--- config.mk ---
export PLATFORM = sky130hd
export DESIGN_NAME = seg_scan_ctrl
export DESIGN_NICKNAME = d
export VERILOG_FILES = /design/src/rtl/seg_pkg.sv /design/src/rtl/hex_decode.sv /design/src/rtl/seg_scan_ctrl.sv
export SDC_FILE = /design/constraint.sdc
export NUM_CORES = 1
export LEC_CHECK = 0
export BUFFER_PORTS_ARGS = -buffer_cell sky130_fd_sc_hd__clkbuf_2
export CORE_ASPECT_RATIO = 1.1
export CORE_UTILIZATION = 54
export DETAILED_ROUTE_END_ITERATION = 10
export PLACE_DENSITY = 0.82
export SETUP_SLACK_MARGIN = 0.3
export SYNTH_ARGS = -nofsm -noshare
export SYNTH_HDL_FRONTEND = slang
export SYNTH_SLANG_ARGS = --single-unit
--- constraint.sdc ---
create_clock -name clk -period 2.25 [get_ports clk]
set_input_delay 0.1125 -clock clk [delete_from_list [all_inputs] [get_ports clk]]
set_output_delay 0.1125 -clock clk [all_outputs]
set_load 0.02 [all_outputs]
--- src/rtl/seg_pkg.sv ---
// Shared types and constants for the seven-segment scan controller.
package seg_pkg;

    localparam int NDIG_DEF = 8;
    localparam int DIV_DEF  = 50000;
    localparam int GAP_DEF  = 4;

    typedef enum logic {
        BLANK = 1'b0,
        SHOW  = 1'b1
    } state_e;

    // Active-high {a,b,c,d,e,f,g,dp} codes, entry i encodes hex digit i.
    localparam logic [15:0][7:0] SEG_CODES = {
        8'h8E, 8'hDE, 8'h7A, 8'h1A, 8'h3E, 8'hEE, 8'hE6, 8'hFE,
        8'hE0, 8'hBE, 8'hB6, 8'h66, 8'hF2, 8'hDA, 8'h60, 8'hFC
    };

endpackage

--- src/rtl/hex_decode.sv ---
// Combinational hex digit + decimal point to active-high segment code.
module hex_decode
    import seg_pkg::*;
(
    input  logic [3:0] val_i,
    input  logic       dot_i,
    output logic [7:0] code_o
);

    // Table lookup, dot lands in bit 0 (dp).
    always_comb begin
        code_o = SEG_CODES[val_i] | {7'b0, dot_i};
    end

endmodule

--- src/rtl/seg_scan_ctrl.sv ---
// Round-robin seven-segment scan controller with per-digit registers,
// a blanking gap at the start of every slot and a tear-free write port.
module seg_scan_ctrl
    import seg_pkg::*;
#(
    parameter int NDIG = NDIG_DEF,
    parameter int DIV  = DIV_DEF,
    parameter int GAP  = GAP_DEF
) (
    input  logic            clk,
    input  logic            rst_n,
    input  logic            wr_valid,
    output logic            wr_ready,
    input  logic [2:0]      wr_addr,
    input  logic [3:0]      wr_data,
    input  logic            wr_dot,
    input  logic            wr_en,
    output logic [7:0]      seg,
    output logic [NDIG-1:0] an,
    output logic            frame_tick
);

    localparam int IDX_W = (NDIG > 1) ? $clog2(NDIG) : 1;
    localparam int CNT_W = $clog2(DIV);

    state_e                 state_q, state_d;
    logic [CNT_W-1:0]       cnt_q, cnt_d;
    logic [IDX_W-1:0]       idx_q, idx_d;
    logic [NDIG-1:0][3:0]   val_q;
    logic [NDIG-1:0]        dot_q, en_q;
    logic [7:0]             seg_q, seg_d;
    logic [NDIG-1:0]        an_q, an_d;
    logic                   ft_q, ft_d;

    logic                   slot_end, wr_in_range, wr_fire;
    logic [IDX_W-1:0]       wr_idx;
    logic [7:0]             code;

    assign slot_end    = (cnt_q == CNT_W'(DIV - 1));
    assign wr_in_range = (32'(wr_addr) < NDIG);
    assign wr_idx      = wr_addr[IDX_W-1:0];

    // Hold off writes to the digit that is currently lit; others always pass.
    assign wr_ready = !((state_q == SHOW) && (32'(wr_addr) == 32'(idx_q)));
    assign wr_fire  = wr_valid && wr_ready && wr_in_range;

    hex_decode u_dec (
        .val_i  (val_q[idx_q]),
        .dot_i  (dot_q[idx_q]),
        .code_o (code)
    );

    // Digit register file; out-of-range addresses are accepted and dropped.
    always_ff @(posedge clk or negedge rst_n) begin
        if (!rst_n) begin
            val_q <= '0;
            dot_q <= '0;
            en_q  <= '0;
        end else if (wr_fire) begin
            val_q[wr_idx] <= wr_data;
            dot_q[wr_idx] <= wr_dot;
            en_q[wr_idx]  <= wr_en;
        end
    end

    // Scan state, counters and registered pin drivers.
    always_ff @(posedge clk or negedge rst_n) begin
        if (!rst_n) begin
            state_q <= BLANK;
            cnt_q   <= '0;
            idx_q   <= '0;
            seg_q   <= 8'hFF;
            an_q    <= '1;
            ft_q    <= 1'b0;
        end else begin
            state_q <= state_d;
            cnt_q   <= cnt_d;
            idx_q   <= idx_d;
            seg_q   <= seg_d;
            an_q    <= an_d;
            ft_q    <= ft_d;
        end
    end

    // Next-state: BLANK for the first GAP cycles of a slot, SHOW for the rest.
    always_comb begin
        state_d = state_q;
        cnt_d   = cnt_q + CNT_W'(1);
        idx_d   = idx_q;
        ft_d    = 1'b0;
        seg_d   = 8'hFF;
        an_d    = '1;
        if (slot_end) begin
            cnt_d   = '0;
            state_d = BLANK;
            if (idx_q == IDX_W'(NDIG - 1)) begin
                idx_d = '0;
                ft_d  = 1'b1;
            end else begin
                idx_d = idx_q + IDX_W'(1);
            end
        end else if (cnt_q == CNT_W'(GAP - 1)) begin
            state_d = SHOW;
        end
        if ((state_q == SHOW) && en_q[idx_q]) begin
            seg_d        = ~code;
            an_d[idx_q]  = 1'b0;
        end
    end

    assign seg        = seg_q;
    assign an         = an_q;
    assign frame_tick = ft_q;

endmodule

==> results of run 1 <==
==> state kept, by name, indices dropped and copies added, names as in the netlist <==
| register | flops |
|---|---|
| val_q | 32 |
| frame_tick | 1 |
| state_q | 1 |
| idx_q | 3 |
| cnt_q | 16 |
| an | 8 |
| seg | 8 |
| dot_q | 8 |
| en_q | 8 |
==> routing by layer <==
metal / vias up / routed length [um] / track usage
li1: 1321 / - / -
met1: 1418 / 3640 / 0.296
met2: 97 / 4680 / 0.396
met3: 26 / 430 / 0.0374
met4: 0 / 286 / 0.113
met5: - / 0 / 0
==> kinds of logic after synthesis <==
group,share of synthesized area
and+or+nand+nor,0.123
muxes,0.203
DFF,0.531
adders and majority gates,0.0278
buffers and inverters,0.0220
AOI/OAI and AO/OA,0.0594
xor gates and xnor gates,0.0346
==> cell usage in the layout, fill, tap and decap left out, types with 11 or more instances in the layout <==
master    instances
dfrtp_1          66
mux2_2           54
dfstp_2          16
nor2_1           14
clkbuf_8         11
nand2_1          25
clkbuf_2         29
buf_4            32
nand3_1          13
==> power by group <==
part	internal (W)	switching, W	leakage [nW]	total (W)
Combinational	0.000519	0.000482	1.03	0.00100
Sequential	0.00181	0.000122	1.02	0.00193
Clock	0.000580	0.000549	0.103	0.00113
Total	0.00291	0.00115	2.15	0.00406
==> worst reg2reg max path, cell delays in order, from the launching register on <==
cell	delay (ns)
dfrtp_2	0.47
buf_4	0.18
buf_12	0.15
mux2i_2	0.15
a32o_2	0.25
or3_4	0.35
or3_4	0.37
a31o_1	0.21
==> worst paths after layout <==
path,startpoint,to,cells past startpoint,slack (ns)
min in group asynchronous,rst_n,cnt_q[10]$_DFF_PN0_,2,0.31
max reg2reg,idx_q[0]$_DFFE_PN0N_,seg[4]$_DFF_PN1_,7,0.04
min,wr_dot,dot_q[2]$_DFFE_PN0P_,2,0.10
max in group asynchronous,rst_n,idx_q[0]$_DFFE_PN0N_,3,1.31
max,idx_q[0]$_DFFE_PN0N_,seg[4]$_DFF_PN1_,7,0.04
min reg2reg,cnt_q[11]$_DFF_PN0_,cnt_q[11]$_DFF_PN0_,1,0.49
==> timing repair <==
action	CTS	global route
buffers inserted	8	6
cloned	0	1
hold buffers	1	0
pin swaps	5	15
resized for setup	26	31
endpoints found under the hold margin	32	0
setup endpoints to repair	67	38
==> layout make-up <==
cell class	instances	area, um2
clock buffers	12	155
multi-input cells	227	2090
clock inverters	4	55.1
well taps	85	106
flip-flops and latches	85	2150
repair buffers	70	517
inverters	4	15.0
fillers	470	2040
==> per-stage QoR <==
stage	hold slack, ns	TNS, ns
after floorplan	-0.183	0
after global placement	0.154	0
after detailed placement	0.159	-0.0160
after CTS	0.0946	0
after global routing	0.110	-0.0187
final	0.105	0
==> reports/metrics.cfg, run 1 <==
[status]
status=finished, violations left
violations=DRC

[synth]
synth_ff_type=dfrtp_1
avgSynthCellArea_um2=12.3
yosysWarnings=0
synth_common_cells=69 x dfrtp_1, 55 x mux2_2, 26 x nand2_1
synth_edf_count=0
synth_cell_types=51
async_flop_share=1.00
synth_most_common_cell=dfrtp_1
netlist.area_leader.share=0.427
syn-cell-area_mm2=0.00405
ys_seq_area_frac=0.531
ys_top_cells_by_area=dfrtp_1 43%, mux2_2 15%, dfstp_2 10%, ha_1 2.8%, mux2i_1 2.5%
synth_nets=350
netlist_instances=329
ys_ff_latch=85
synth_top_cell_by_area=dfrtp_1

[place]
hpwl_um=5760
place_ws_ns=-0.0160
numPortBuffers=29
finalWeightedCongestion=0.844
dp.cells=455
place_area_mm2=0.00448

[global_route]
antenna_found_initial=0
grt_start_max_net_pins=50
grt_pass1_wl_um=14100
grt_util_all_layers=0.235
overflow=0
grt_pass1_vias=2835

[cells_and_area]
syn_to_final_growth_pct=25.7
utilization=0.714
nNetsFinal=418
num_antenna_cells=0
drive_gt1_frac=0.502
fin_area_mm2=0.00509
finalNonFillerCells=487

[timing]
finalCriticalPeriod_ns=2.21
tightestPinTransition_ns=0.590
drv_slew=0
finalHoldViolCount=0
setup_ws_ns=0.0421
setup_viol=0
fin_crit_sh=0.981
skew_ns=0.0114
rsz0062_at_grt=yes
relSlewSlack=0.607
fmax_ghz=0.453

[floorplan]
core_region_area_mm2=0.00713
dieArea_mm2=0.00784
die_w_um=84.5
rows=32
io_pins=30
die_h_um=92.8
start_util=0.568

[routing]
wl_um=9040
ant_nets=0
num_vias=2862
dr.pass1.iters=7
viasPerCell=5.88
detail_route.iter0.violations=160
wl_per_cell_um=18.6
route.detailed.drc=8

[critical_path]
critical_path_class=register to register
cp_slowest_stage_delay_ns=0.47
crit_arrival_ns=2.49
critPathBufInv=2
required_ns=2.53
start_kind=register
path_cells=buf_4 > buf_12 > mux2i_2 > a32o_2 > or3_4 > or3_4 > a31o_1
critPathMaxFanout=11
path_common_cell=or3_4
crit_family=simple AND/OR/NAND/NOR gates
crit_slowest_cell=dfrtp_2
worst_setup_path_end_kind=register

[power]
total_power_w=0.00406
power_density_mw_per_mm2=798
ir_drop_mv=0.429
p_leak_nw=2.15

[clocking]
cts_tree=yes
htreeDepth=3
cts_buffer_depth=2
clkTransAtPathRegs_ns=0.09
insertion_delay_ns=0.35
clock-sinks=85
cts_made_buffers=9
cts_root_buf=clkbuf_8

[job]
cap_viol_max_count=0

[hold_path]
min_path_type=primary input to register

Power figures use the tool's default switching activity.
==> inputs of run 2 (changes only) <==
Settings changed: SYNTH_HIERARCHICAL from default to 1.
==> run 2 against run 1 <==
Sequential share of layout area up 2.5 points. The flow still finishes with violations (DRC). Critical path depth unchanged. Critical endpoint is now seg[6]$_DFF_PN1_. First-iteration DRC count up 18%.
==> reports/metrics.cfg, run 2 <==
[synth]
synth_nets=350  ; unchanged
ys_seq_area_frac=0.528  ; -0.00261
netlist.area_leader.share=0.425  ; -0.00210
yosysWarnings=6  ; +6
syn-cell-area_mm2=0.00407  ; +0.49%
ys_ff_latch=85  ; unchanged
async_flop_share=1.00  ; unchanged
synth_most_common_cell=dfrtp_1
ys_top_cells_by_area=dfrtp_1 42%, mux2_2 16%, dfstp_2 10%, mux4_2 3.3%, ha_1 3.1%
avgSynthCellArea_um2=12.4  ; +0.80%
synth_top_cell_by_area=dfrtp_1
synth_edf_count=0  ; unchanged
synth_common_cells=69 x dfrtp_1, 57 x mux2_2, 23 x nand3_1, 23 x nor2_1, 16 x dfstp_2
synth_ff_type=dfrtp_1
netlist_instances=328  ; -0.30%
synth_cell_types=40  ; -22%

[clocking]
cts_tree=yes
cts_made_buffers=9  ; unchanged
insertion_delay_ns=0.36  ; about the same
htreeDepth=3  ; unchanged
cts_buffer_depth=2  ; unchanged
clkTransAtPathRegs_ns=0.09  ; about the same
cts_root_buf=clkbuf_8
clock-sinks=85  ; unchanged

[cells_and_area]
multi_input_comb_area_mm2=0.00192  ; -7.8%
syn_to_final_growth_pct=18.2
largest_reg_flops=32  ; unchanged
register_area_mm2=0.00215  ; about the same
layout_commonest_cell=dfrtp_1
top_regs=val_q: 32 flops, cnt_q: 16 flops
utilization=0.670  ; -0.0434
nFillCells=525  ; +12%
drive_gt1_frac=0.446  ; -0.0561
num_antenna_cells=0  ; unchanged
nNetsFinal=409  ; -2.2%
max_flop_register=val_q
final_cell_mix=67 x dfrtp_1, 55 x mux2_2, 28 x clkbuf_2

[power]
ir_drop_mv=0.453  ; +5.6%
power_density_mw_per_mm2=785  ; -1.7%
p_leak_nw=2.10  ; -2.3%

[global_route]
overflow=0  ; unchanged
antenna_found_initial=0  ; unchanged
grt_pass1_vias=2779  ; -2.0%
grt_start_max_net_pins=80  ; +60%
grt_util_all_layers=0.231  ; -0.00405
grt_pass1_wl_um=13700  ; -2.6%

[timing]
fmax_ghz=0.499  ; +10%
fin_crit_sh=0.891  ; -0.0902
skew_ns=0.00763  ; -0.00373 ns
finalHoldViolCount=0  ; unchanged
relSlewSlack=0.365  ; -0.242
setup_viol=0  ; unchanged
tightestPinTransition_ns=0.953  ; +0.363 ns
drv_slew=0  ; unchanged
hold_ws_ns=0.109  ; +0.00394 ns
tns_ns=0  ; unchanged
finalCriticalPeriod_ns=2.00  ; -0.203 ns
setup_ws_ns=0.245  ; +0.203 ns
rsz0062_at_grt=yes

[routing]
ant_nets=0  ; unchanged
wl_um=8380  ; -7.3%
viasPerCell=5.82  ; -0.94%
dr.pass1.iters=7  ; unchanged
num_vias=2777  ; -3.0%
wl_per_cell_um=17.6  ; -5.3%
detail_route.iter0.violations=188  ; +18%
route.detailed.drc=3  ; -5

[job]
cap_viol_max_count=0  ; unchanged

[floorplan]
die_w_um=84.7  ; +0.24%
die_h_um=93.0  ; +0.24%
core_region_area_mm2=0.00717  ; +0.56%
dieArea_mm2=0.00788  ; +0.49%
start_util=0.567  ; about the same
rows=32  ; unchanged
io_pins=30  ; unchanged

[place]
numPortBuffers=29  ; unchanged
finalWeightedCongestion=0.803  ; -4.9%
hpwl_um=5620  ; -2.5%
place_ws_ns=0.0802  ; +0.0962 ns

[hold_path]
min_path_type=primary input to register
min-delay-start=wr_data[0]

[critical_path]
critical_path_class=register to register
rr_startpoint=idx_q[0]$_DFFE_PN0N_
crit_path_start=idx_q[0]$_DFFE_PN0N_
worst_setup_path_end_kind=register
crit_arrival_ns=2.29  ; -0.20 ns
start_kind=register
required_ns=2.53  ; about the same
critPathMaxFanout=4  ; -7

[status]
violations=DRC
status=finished, violations left

-- run 2: final timing paths --
path,end,slack [ns],cells past startpoint
min in group asynchronous,cnt_q[10]$_DFF_PN0_,0.43,2
worst min-delay path,val_q[28]$_DFFE_PN0P_,0.11,2
worst max-delay path,seg[6]$_DFF_PN1_,0.25,7
worst max register to register,seg[6]$_DFF_PN1_,0.25,7
worst min register to register,an[0]$_DFF_PN1_,0.45,1
max in group asynchronous,an[0]$_DFF_PN1_,1.07,3
-- run 2: through the flow --
| stage | cells | area (um2) | power [W] |
|---|---|---|---|
| 2_1_floorplan | 328 | 4130 | 0.00251 |
| 3_3_place_gp | 444 | 4400 | 0.00268 |
| 3_5_place_dp | 444 | 4400 | 0.00273 |
| 4_1_cts | 472 | 4730 | 0.00376 |
| 5_1_grt | 477 | 4800 | 0.00396 |
| 6_report | 477 | 4800 | 0.00377 |
-- run 2: layout make-up --
class | instances | area share
Clock inverter | 6 | 0.00807
Inverter | 9 | 0.00755
Tap cell | 85 | 0.0221
Multi-Input combinational cell | 221 | 0.401
Sequential cell | 85 | 0.447
Timing Repair Buffer | 61 | 0.0878
Clock buffer | 10 | 0.0266
-- run 2: power by group --
| group | leakage [nW] | internal [W] | total [W] | switching, W |
|---|---|---|---|---|
| combinational | 1.00 | 0.000451 | 0.000892 | 0.000442 |
| clock | 0.0824 | 0.000399 | 0.000949 | 0.000549 |
| sequential | 1.02 | 0.00181 | 0.00193 | 0.000121 |
| total | 2.10 | 0.00266 | 0.00377 | 0.00111 |
-- run 2: cell families (layout without fill, tap and decap cells) --
family                     after synthesis  count (layout)  share of synthesized area
and+or+nand+nor                        102             103                      0.138
DFF                                     85              85                      0.528
muxes                                   69              69                      0.206
buffers and inverters                   23              86                     0.0277
AOI/OAI and AO/OA                       21              21                     0.0311
xor gates and xnor gates                18              18                     0.0388
adders and majority gates               10              10                     0.0308
-- run 2: metal layers --
layer	routed length (um)	global-route usage
met4	155	0.107
met1	3760	0.303
met2	4190	0.369
met3	275	0.0503
met5	0	0
-- run 2: repair_timing --
action | CTS | global route
endpoints found under the hold margin | 69 | 0
buffers inserted | 10 | 5
endpoints found under the setup margin | 55 | 56
pin swaps | 13 | 4
gates cloned | 1 | 0
hold buffers | 1 | 0
gates resized for setup | 18 | 3
-- run 2: critical path, cell delays in order, from the launching register on --
cell and delay (ns):
dfrtp_2 0.43, mux4_2 0.51, mux2_4 0.34, inv_4 0.09, ha_4 0.21, xor2_1 0.14
a21oi_1 0.12, nand3_1 0.08
